`src/rtl/rnn_node_pkg.sv`:
```
// Shared constants and controller state type for the RNN node RAM, its
// controller and the MAC datapath.
package rnn_node_pkg;

  localparam int ADDR_W  = 9;
  localparam int RAMSIZE = 512;

  typedef enum logic [2:0] {
    IDLE  = 3'd0,
    CLEAR = 3'd1,
    SWEEP = 3'd2,
    DRAIN = 3'd3,
    DONE  = 3'd4
  } ctrl_state_t;

endpackage

```
`src/rtl/rnn_ram_ctrl.sv`:
```
// Owns the RNN parameter/state RAM ports: arbitrates host loads, whole-RAM
// clears and compute sweeps, and tags registered read data for the MAC.
module rnn_ram_ctrl #(
  parameter int ADDR_W  = rnn_node_pkg::ADDR_W,
  parameter int RAMSIZE = rnn_node_pkg::RAMSIZE
) (
  input  logic              clk,
  input  logic              reset,
  input  logic              clear,
  input  logic              start,
  input  logic [ADDR_W:0]   len,
  input  logic              pause,
  input  logic              ld_valid,
  input  logic [ADDR_W-1:0] ld_addr,
  output logic              ld_ready,
  output logic              ram_we,
  output logic [ADDR_W-1:0] ram_waddr,
  output logic [ADDR_W-1:0] ram_raddr,
  output logic              ram_clr,
  output logic              out_valid,
  output logic [ADDR_W-1:0] out_idx,
  output logic              out_last,
  output logic              busy,
  output logic              done,
  output logic              err_len
);
  import rnn_node_pkg::*;

  localparam logic [ADDR_W:0] MaxLen = (ADDR_W+1)'(RAMSIZE);
  localparam logic [ADDR_W:0] One    = (ADDR_W+1)'(1);

  ctrl_state_t       state_q;
  logic [ADDR_W-1:0] raddr_q;
  logic [ADDR_W-1:0] outIdx_q;
  logic [ADDR_W:0]   cnt_q;
  logic [ADDR_W:0]   len_q;
  logic              issue_q;
  logic              clr_q;
  logic              outValid_q;
  logic              outLast_q;
  logic              done_q;
  logic              errLen_q;
  logic              lenOk;

  assign lenOk     = (len != '0) && (len <= MaxLen);
  assign ld_ready  = (state_q == IDLE) && !clear && !start && reset;
  assign ram_we    = ld_valid && ld_ready;
  assign ram_waddr = ld_addr;
  assign busy      = (state_q != IDLE);

  assign ram_raddr = raddr_q;
  assign ram_clr   = clr_q;
  assign out_valid = outValid_q;
  assign out_idx   = outIdx_q;
  assign out_last  = outLast_q;
  assign done      = done_q;
  assign err_len   = errLen_q;

  // cnt_q counts addresses issued so far, one bit wider than the address so
  // a full-depth sweep ends on the count rather than on an address wrap.
  always_ff @(posedge clk) begin
    if (!reset) begin
      state_q    <= IDLE;
      raddr_q    <= '0;
      outIdx_q   <= '0;
      cnt_q      <= '0;
      len_q      <= '0;
      issue_q    <= 1'b0;
      clr_q      <= 1'b0;
      outValid_q <= 1'b0;
      outLast_q  <= 1'b0;
      done_q     <= 1'b0;
      errLen_q   <= 1'b0;
    end else begin
      clr_q      <= 1'b0;
      done_q     <= 1'b0;
      errLen_q   <= 1'b0;
      outValid_q <= issue_q;
      outIdx_q   <= raddr_q;
      outLast_q  <= issue_q && (cnt_q == len_q);
      case (state_q)
        IDLE: begin
          if (clear) begin
            state_q <= CLEAR;
            clr_q   <= 1'b1;
          end else if (start) begin
            if (lenOk) begin
              len_q   <= len;
              raddr_q <= '0;
              cnt_q   <= One;
              issue_q <= 1'b1;
              state_q <= SWEEP;
            end else begin
              errLen_q <= 1'b1;
            end
          end
        end
        CLEAR: state_q <= IDLE;
        SWEEP: begin
          if (cnt_q == len_q) begin
            issue_q <= 1'b0;
            state_q <= DRAIN;
          end else if (pause) begin
            issue_q <= 1'b0;
          end else begin
            raddr_q <= raddr_q + 1'b1;
            cnt_q   <= cnt_q + 1'b1;
            issue_q <= 1'b1;
          end
        end
        DRAIN: begin
          state_q <= DONE;
          done_q  <= 1'b1;
        end
        DONE:    state_q <= IDLE;
        default: state_q <= IDLE;
      endcase
    end
  end

endmodule

```
`config.mk`:
```
export PLATFORM = sky130hd
export DESIGN_NAME = rnn_ram_ctrl
export DESIGN_NICKNAME = d
export VERILOG_FILES = /design/src/rtl/rnn_node_pkg.sv /design/src/rtl/rnn_ram_ctrl.sv
export SDC_FILE = /design/constraint.sdc
export NUM_CORES = 1
export LEC_CHECK = 0
export BUFFER_PORTS_ARGS = -buffer_cell sky130_fd_sc_hd__buf_2
export CAP_MARGIN = 20
export CORE_MARGIN = 3
export CORE_UTILIZATION = 50
export DETAILED_ROUTE_END_ITERATION = 8
export PLACE_DENSITY_LB_ADDON = 0.3
export SETUP_SLACK_MARGIN = 0.3
export SLEW_MARGIN = 20
export SYNTH_ARGS = -nofsm -noshare
export SYNTH_HDL_FRONTEND = slang
export SYNTH_SLANG_ARGS = --single-unit
```
`constraint.sdc`:
```
create_clock -name clk -period 6.3 [get_ports clk]
set_input_delay 1.89 -clock clk [delete_from_list [all_inputs] [get_ports clk]]
set_output_delay 1.89 -clock clk [all_outputs]
set_load 0.03 [all_outputs]
```
# Word-level counts from Yosys, hierarchy flattened
# Cells that the tools add are included.
word_totals:
  in_bits: 25
  mem_bits_ro: 0
  latchBits: 0
  reg_bits: 47
  ram_bits: 0
  mem_count: 0
  word_cells: 73
  out_inout_bits: 35
classes:
  multipliers: 0
  shift: 0
  add_sub_neg: 2
  muxes: 26
  n_bitwise: 4
  div: 0
  n_reduce_logical: 18
  n_eq_ne: 11
  order_cmp: 1
ops:
  columns: ["operator", "count"]
  rows:
  - ["$mux 10", 5]
  - ["$mux 9", 5]
  - ["$pmux 10 s2", 1]
  - ["$pmux 9 s2", 1]
  - ["$mux 3", 4]
  - ["$ne 2x2->1 const B", 6]
  - ["$add 10x1->10 const B", 1]
  - ["$eq 10x10->1", 1]
  - ["$le 10x10->1 const B", 1]
  - ["$reduce_bool 10->1", 1]
  - ["$add 9x1->9 const B", 1]
  - ["$pmux 3 s3", 1]
  - ["$mux 1", 8]
  - ["$reduce_and 4->1", 2]
  - ["$eq 3x2->1 const B", 2]
  - ["$logic_and 1x1->1", 6]
  - ["$ne 3x3->1 const B", 2]
  - ["$reduce_and 6->1", 1]
  - ["$not 1->1", 4]
  - ["$reduce_or 4->1", 1]
  - ["$logic_not 3->1", 1]
  - ["$reduce_and 3->1", 1]
  - ["$reduce_bool 3->1", 1]
  - ["$logic_not 1->1", 2]
  - ["3 further kinds", 3]

# Depth between registers and ports, before layout
# Gate-level depths: netlist of run 1.
logic_depth:
  word_depth: 6
  depth_mapped: 7

# Worst setup path before layout of run 1
# Ideal clock, no wire load.
synth_path:
  path_type: "input-to-output"
  start: "input port reset"
  end: "output port ram_we"
  stages: 4
  n_path_buf: 1
  arrival_ps: 3331
  required_ps: 4410
  slack_ps: 1079
  cell_sequence: "clkbuf_1 nand2_1 nor3_1 and2_1"
synth_between:
  elab_chain_len: 2
synth_rtl:
  columns: ["item", "line", "text"]
  rows:
  - ["start, declared", "rnn_ram_ctrl.sv:8", "input logic reset,"]
  - ["$logic_and 1x1->1", "rnn_ram_ctrl.sv:46", "assign ld_ready = (state_q == IDLE) && !clear && !start && reset;"]
  - ["named net ld_ready", "rnn_ram_ctrl.sv:15", "output logic ld_ready,"]
  - ["$logic_and 1x1->1", "rnn_ram_ctrl.sv:47", "assign ram_we = ld_valid && ld_ready;"]
  - ["end, declared", "rnn_ram_ctrl.sv:16", "output logic ram_we,"]
# The timed path passes the listed nets, and every way through them passes these cells.

# Worst setup path in the final report of run 1
layout_path:
  start: "input port reset"
  end: "output port ram_we"
layout_between:
  elab_chain_len: 2
layout_rtl:
  columns: ["item", "line"]
  rows:
  - ["$logic_and 1x1->1", "rnn_ram_ctrl.sv:46"]
  - ["$logic_and 1x1->1", "rnn_ram_ctrl.sv:47"]
# Every way passes these cells.

==> impl_results.md, run 1 <==
- Vias post-DR: 1885
- N_diodes: 0
- Port Buf Inserts: 41
- Per-cell routed wire length: 13.39 µm
- Top_reg_cell synth: dfxtp_1
- Run status: complete, no violations
- Register bit count reported by yosys: 47
- Max_cap viols: 0
- Post-Synth Adder-Cell Area: 1.150%
- Post-synth ARST share: 0%
- Final setup fails: 0
- CP Capture Type: primary output
- Compound-cell area share of the yosys netlist: 11.73%
- # clock sinks: 47
- Initial drt markers: 122
- Switch share: 25.44%
- Cell Rows: 23
- PostCTS Resize Cnt: 0
- Max Fanout on Critical Path: 31
- Clock root buffer: clkbuf_8
- Gate power share: 8.6%
- Min-Delay Path Class: flop to flop
- Post-synthesis mux area share: 1.438%
- TritonCTS clock tree: yes
- IO Pins: 60
- Final nets: 306
- Slew headroom: 45.14%
- Max Slew Vio Count: 0
- Global-route wire length before repair: 7714 µm
- Worst path required time: 4410 ps
- Mapped Cells: 248
- Clock transition at the registers of the reported paths: 80 ps
- Remaining global-route overflow: 0
- Final WL: 4420 µm
- Net count after synthesis: 275
- P_int: 0.0004069 W
- HPWL Detailed: 3077 µm
- Crit Path Category: input pin to primary output
- DRT antenna net count: 0
- Synth Area in XOR/XNOR: 4.428%
- R2r startpoint: state_q[1]
- Commonest cells after routing, fill and taps aside: 47 x dfxtp_1, 41 x buf_2, 35 x nand2_1
- Drt drc: 0
- Die area: 0.005179 mm²
- Synthesis warning total: 0
- Synth Area in Simple Gates: 31.57%
- Pleak: 1.013 nW
- Worst-Margin Slew: 822.0 ps
- Number of H-tree levels: 2
- Largest family of logic cells by synthesized area: simple AND/OR/NAND/NOR gates
- Clock share of power: 35.4%
- Tmin final: 4849 ps
- # fillers: 383
- RSZ-0062 raised after global routing: no
- Chip height: 71.97 µm
- Synth-to-Final Area Change: 12.71%
- Final worst path period share: 76.97%
- Post-Syn Area per Cell: 8.774 µm²
- TritonRoute pass-1 iters: 4
- Area occupied by multi-input gates: 0.001100 mm²
- Die width: 71.97 µm
- Gp weighted congestion: 0.7748
- Largest net degree at the start of global routing: 32
- Number of global-route vias before repair: 1780
- CTS buffer count: 5
- Max VDD drop: 0.0001656 V
- Core region area: 0.004086 mm²
- Power share of the sequential group: 56.0%
- Worst setup SP type: input pin
- Vias per cell: 5.712
- FF+latch area: 940.9 µm²
- Setup Skew: 8.775 ps
- Switching power total: 0.0001389 W
- Final Hold Viols: 0
- Total Power: 0.0005457 W
- Antenna violations before repair: 0
- Clock Path Buffers: 2
- Initial Util: 53.25%
- Post-synthesis cell type count: 44
- Insertion delay to the later sink of the worst-skew pair: 300 ps
- Worst EP arrival: 2960 ps
- Setup repair bufs after CTS: 0
- Overall routing resource usage: 18.30%
- Pwr/cell area: 222.5 mW/mm²
- Most common cell after layout, fill and taps aside: dfxtp_1
- CP startpoint: reset
- Setup TNS Final: 0 ps
- Hold Startpoint: len_q[0]
- Layout cells sized above 1: 20.71%
- Hold Buf Count CTS: 0
- F_max: 206.2 MHz
- Post-synth EDFFs: 0
- Post-Syn Area: 0.002176 mm²
- Sequential share of the synthesized area: 43.24%
-- cells by family after synthesis --
kind of cell	count (synthesis)
flip-flops	47
adder cells (fa/ha/maj)	2
buffers and inverters	27
AND/OR/NAND/NOR	119
AO/OA/AOI/OAI	39
multiplexers	3
XOR/XNOR	11
-- per-layer routing --
layer | part of all wire, % | routed length [µm] | GRT usage [%] | up-vias
li1 | - | - | - | 949
met1 | 45 | 1989 | 22.84 | 872
met3 | 6.4 | 283 | 4.571 | 7
met2 | 47 | 2093 | 31.02 | 57
met5 | 0 | 0 | 0 | -
met4 | 1.2 | 53 | 5.846 | 0
-- sequential cells by signal, summed over array words and instances, names as in the netlist --
register,flops
ram_clr,1
issue_q,1
ram_raddr,9
done,1
err_len,1
out_valid,1
out_last,1
cnt_q,10
state_q,3
out_idx,9
len_q,10
-- stage by stage --
stage | area (µm²) | util [%] | setup slack (ps) | hold slack [ps] | instances
6_report | 2452 | 60.01 | 1451 | 469.7 | 330
5_1_grt | 2452 | 60.01 | 1308 | 498.2 | 330
4_1_cts | 2447 | 59.89 | 1440 | 473.0 | 330
3_5_place_dp | 2349 | 57.47 | 1443 | 461.1 | 322
3_3_place_gp | 2349 | 57.47 | 1481 | 456.5 | 322
2_1_floorplan | 2176 | - | 1079 | 444.5 | 248
-- power groups by stage --
stage	clock [W]	sequential, W	combinational [W]
2_1_floorplan	0	0.000314	0.0000392
3_3_place_gp	0	0.000312	0.0000470
3_5_place_dp	0	0.000312	0.0000475
4_1_cts	0.000199	0.000305	0.0000476
5_1_grt	0.000206	0.000306	0.0000531
6_report	0.000193	0.000305	0.0000471
-- cell usage after synthesis (6+ instances only) --
cell | count | area (µm²)
dfxtp_1 | 47 | 940.9
nand2_1 | 35 | 131.4
a21oi_1 | 17 | 85.08
nand3_1 | 16 | 80.08
xnor2_1 | 11 | 96.34
nand4_1 | 10 | 62.56
and2_1 | 9 | 56.30
and3_1 | 9 | 56.30
buf_4 | 9 | 67.56
inv_1 | 8 | 30.03
clkbuf_1 | 6 | 22.52
nand3b_1 | 6 | 45.04
nor3_1 | 6 | 30.03
or4_1 | 6 | 45.04
-- layout make-up --
| type | instances | area share, % |
|---|---|---|
| multi-input combinational | 174 | 44.85 |
| clock inverter | 2 | 0.6633 |
| timing repair buffer | 43 | 8.980 |
| clock buffer | 6 | 3.367 |
| sequential | 47 | 38.37 |
| tap | 50 | 2.551 |
| inverter | 8 | 1.224 |
-- worst paths after layout --
path | end | slack, ps | cells past startpoint
setup / recovery | ram_we | 1450 | 5
hold / removal | len_q[0] | 470 | 2
setup reg to reg | ram_raddr[6] | 3910 | 6
hold reg to reg | len_q[0] | 470 | 2
-- worst max-delay path: stages --
cell and delay (ps):
buf_2 410, nand2_1 130, nor3_1 190, and2_1 140, buf_2 190
Note: power is estimated with default switching activity, not from simulation.
==> run 2: changes to the inputs <==
--- a/config.mk
+++ b/config.mk
@@ -8,7 +8,7 @@
 export BUFFER_PORTS_ARGS = -buffer_cell sky130_fd_sc_hd__buf_2
 export CAP_MARGIN = 20
 export CORE_MARGIN = 3
-export CORE_UTILIZATION = 50
+export CORE_UTILIZATION = 47
 export DETAILED_ROUTE_END_ITERATION = 8
 export PLACE_DENSITY_LB_ADDON = 0.3
 export SETUP_SLACK_MARGIN = 0.3
==> constraint.sdc (replaced) <==
create_clock -name clk -period 4.1 [get_ports clk]
set_input_delay 1.23 -clock clk [delete_from_list [all_inputs] [get_ports clk]]
set_output_delay 1.23 -clock clk [all_outputs]
set_load 0.03 [all_outputs]
==> impl_results.md, run 2 (synthesis results as in run 1) <==
- Worst setup SP type: input pin
- HPWL Detailed: 3111 µm
- # fillers: 419
- Design Area, Final: 0.002464 mm²
- Antenna violations before repair: 0
- Largest net degree at the start of global routing: 31
- Final worst path period share: 76.41%
- Commonest cells after routing, fill and taps aside: 47 x dfxtp_1, 41 x buf_2, 35 x nand2_1
- FF-to-FF setup slack: 1700 ps
- Run status: complete, no violations
- Power share of the sequential group: 55.7%
- Switching power total: 0.0002004 W
- Vias post-DR: 1866
- TritonRoute pass-1 iters: 4
- TritonCTS clock tree: yes
- Clock Path Buffers: 2
- Cell Rows: 24
- Clock transition at the registers of the reported paths: 80 ps
- DRT antenna net count: 0
- Worst path required time: 2870 ps
- Pleak: 1.020 nW
- Post-Place Cells: 325
- Max Slew Vio Count: 0
- Gp weighted congestion: 0.7381
- Min-Delay Path Class: flop to flop
- Post-DP Area: 0.002364 mm²
- Clock root buffer: clkbuf_8
- Drt drc: 0
- Setup Skew: 5.999 ps
- # clock sinks: 47
- Initial drt markers: 87
- Die width: 74.04 µm
- Insertion delay to the later sink of the worst-skew pair: 300 ps
- RSZ-0062 raised after global routing: no
- P_int: 0.0006419 W
- Final WL: 4443 µm
- Max_cap viols: 0
- Worst Reg-to-Reg Cells: 6
- Remaining global-route overflow: 0
- R2r startpoint: state_q[1]
- RR Endpoint: ram_raddr[6]
- Slew headroom: 31.23%
- Final core occ: 55.81%
- CTS buffer count: 5
- Per-cell routed wire length: 13.34 µm
- Worst-Margin Slew: 1029 ps
- N_diodes: 0
- Non-Filler Instances: 333
- Total Power: 0.0008422 W
- Layout cells sized above 1: 20.64%
- Initial Util: 49.29%
- Final nets: 307
- Number of global-route vias before repair: 1645
- Hold Buf Count CTS: 0
- Core region area: 0.004414 mm²
- IO Pins: 60
- Worst EP arrival: 1900 ps
- PostCTS Resize Cnt: 0
- Pwr/cell area: 341.9 mW/mm²
- CP Capture Type: primary output
- Max VDD drop: 0.0001427 V
- Max Fanout on Critical Path: 2
- Overall routing resource usage: 17.28%
- Regs by FF count: cnt_q (10), len_q (10)
- Synth-to-Final Area Change: 13.23%
- Crit Path Category: input pin to primary output
- CP startpoint: reset
- Final setup fails: 0
- Gate power share: 8.7%
- Global-route wire length before repair: 7396 µm
- Die area: 0.005482 mm²
- Vias per cell: 5.604
- Port Buf Inserts: 41
- Tmin final: 3133 ps
- F_max: 319.2 MHz
- Setup TNS Final: 0 ps
- Switch share: 23.79%
- Clock share of power: 35.5%
- Final Hold Viols: 0
- CP endpoint: ram_we
- Most common cell after layout, fill and taps aside: dfxtp_1
- Setup repair bufs after CTS: 0
- Chip height: 74.04 µm
- Number of H-tree levels: 2
-- run 2: area by class of cell --
| type | count | area [µm²] | share of cell area [%] |
|---|---|---|---|
| Clock buffer | 8 | 100.1 | 4.063 |
| Inverter | 8 | 30.03 | 1.219 |
| Multi-Input combinational cell | 174 | 1100 | 44.64 |
| Sequential cell | 47 | 940.9 | 38.19 |
| Tap cell | 52 | 65.06 | 2.641 |
| Timing Repair Buffer | 44 | 227.7 | 9.243 |
-- run 2: worst max-delay path: stages --
cell	delay, ps
buf_2	120
nand2_1	80
nor3_2	150
and2_1	140
buf_2	180
-- run 2: through the flow --
| stage | setup slack (ps) | hold WS [ps] |
|---|---|---|
| finish | 967.0 | 472.8 |
| floorplan | 484.6 | 444.5 |
| detailed placement | 709.6 | 463.9 |
| global route | 818.8 | 491.2 |
| CTS | 960.9 | 475.5 |
| global placement | 764.5 | 457.1 |
-- run 2: how the worst min path moves through the flow --
| stage | startpoint | to | slack [ps] | cells after the start |
|---|---|---|---|---|
| after floorplan | issue_q | out_valid | 440 | 1 |
| after detailed placement | len_q[6] | len_q[6] | 460 | 2 |
| after global placement | len_q[5] | len_q[5] | 460 | 2 |
| after global routing | len_q[5] | len_q[5] | 490 | 2 |
| final | len_q[8] | len_q[8] | 470 | 2 |
| after CTS | len_q[8] | len_q[8] | 480 | 2 |
-- run 2: power groups by stage --
stage / registers, W / logic, W / clock network, W
2_1_floorplan: 0.000483 / 0.0000604 / 0
3_3_place_gp: 0.000480 / 0.0000736 / 0
3_5_place_dp: 0.000480 / 0.0000744 / 0
4_1_cts: 0.000469 / 0.0000746 / 0.000308
5_1_grt: 0.000471 / 0.0000812 / 0.000323
6_report: 0.000469 / 0.0000737 / 0.000299
-- run 2: per-layer routing --
layer,wire length [µm],global-route usage [%],vias to the layer above,part of all wire (%)
met5,0,0,-,0
met4,62,6.237,0,1.4
met3,334,4.595,5,7.5
met2,1971,28.54,61,44
met1,2074,21.68,848,47
li1,-,-,952,-
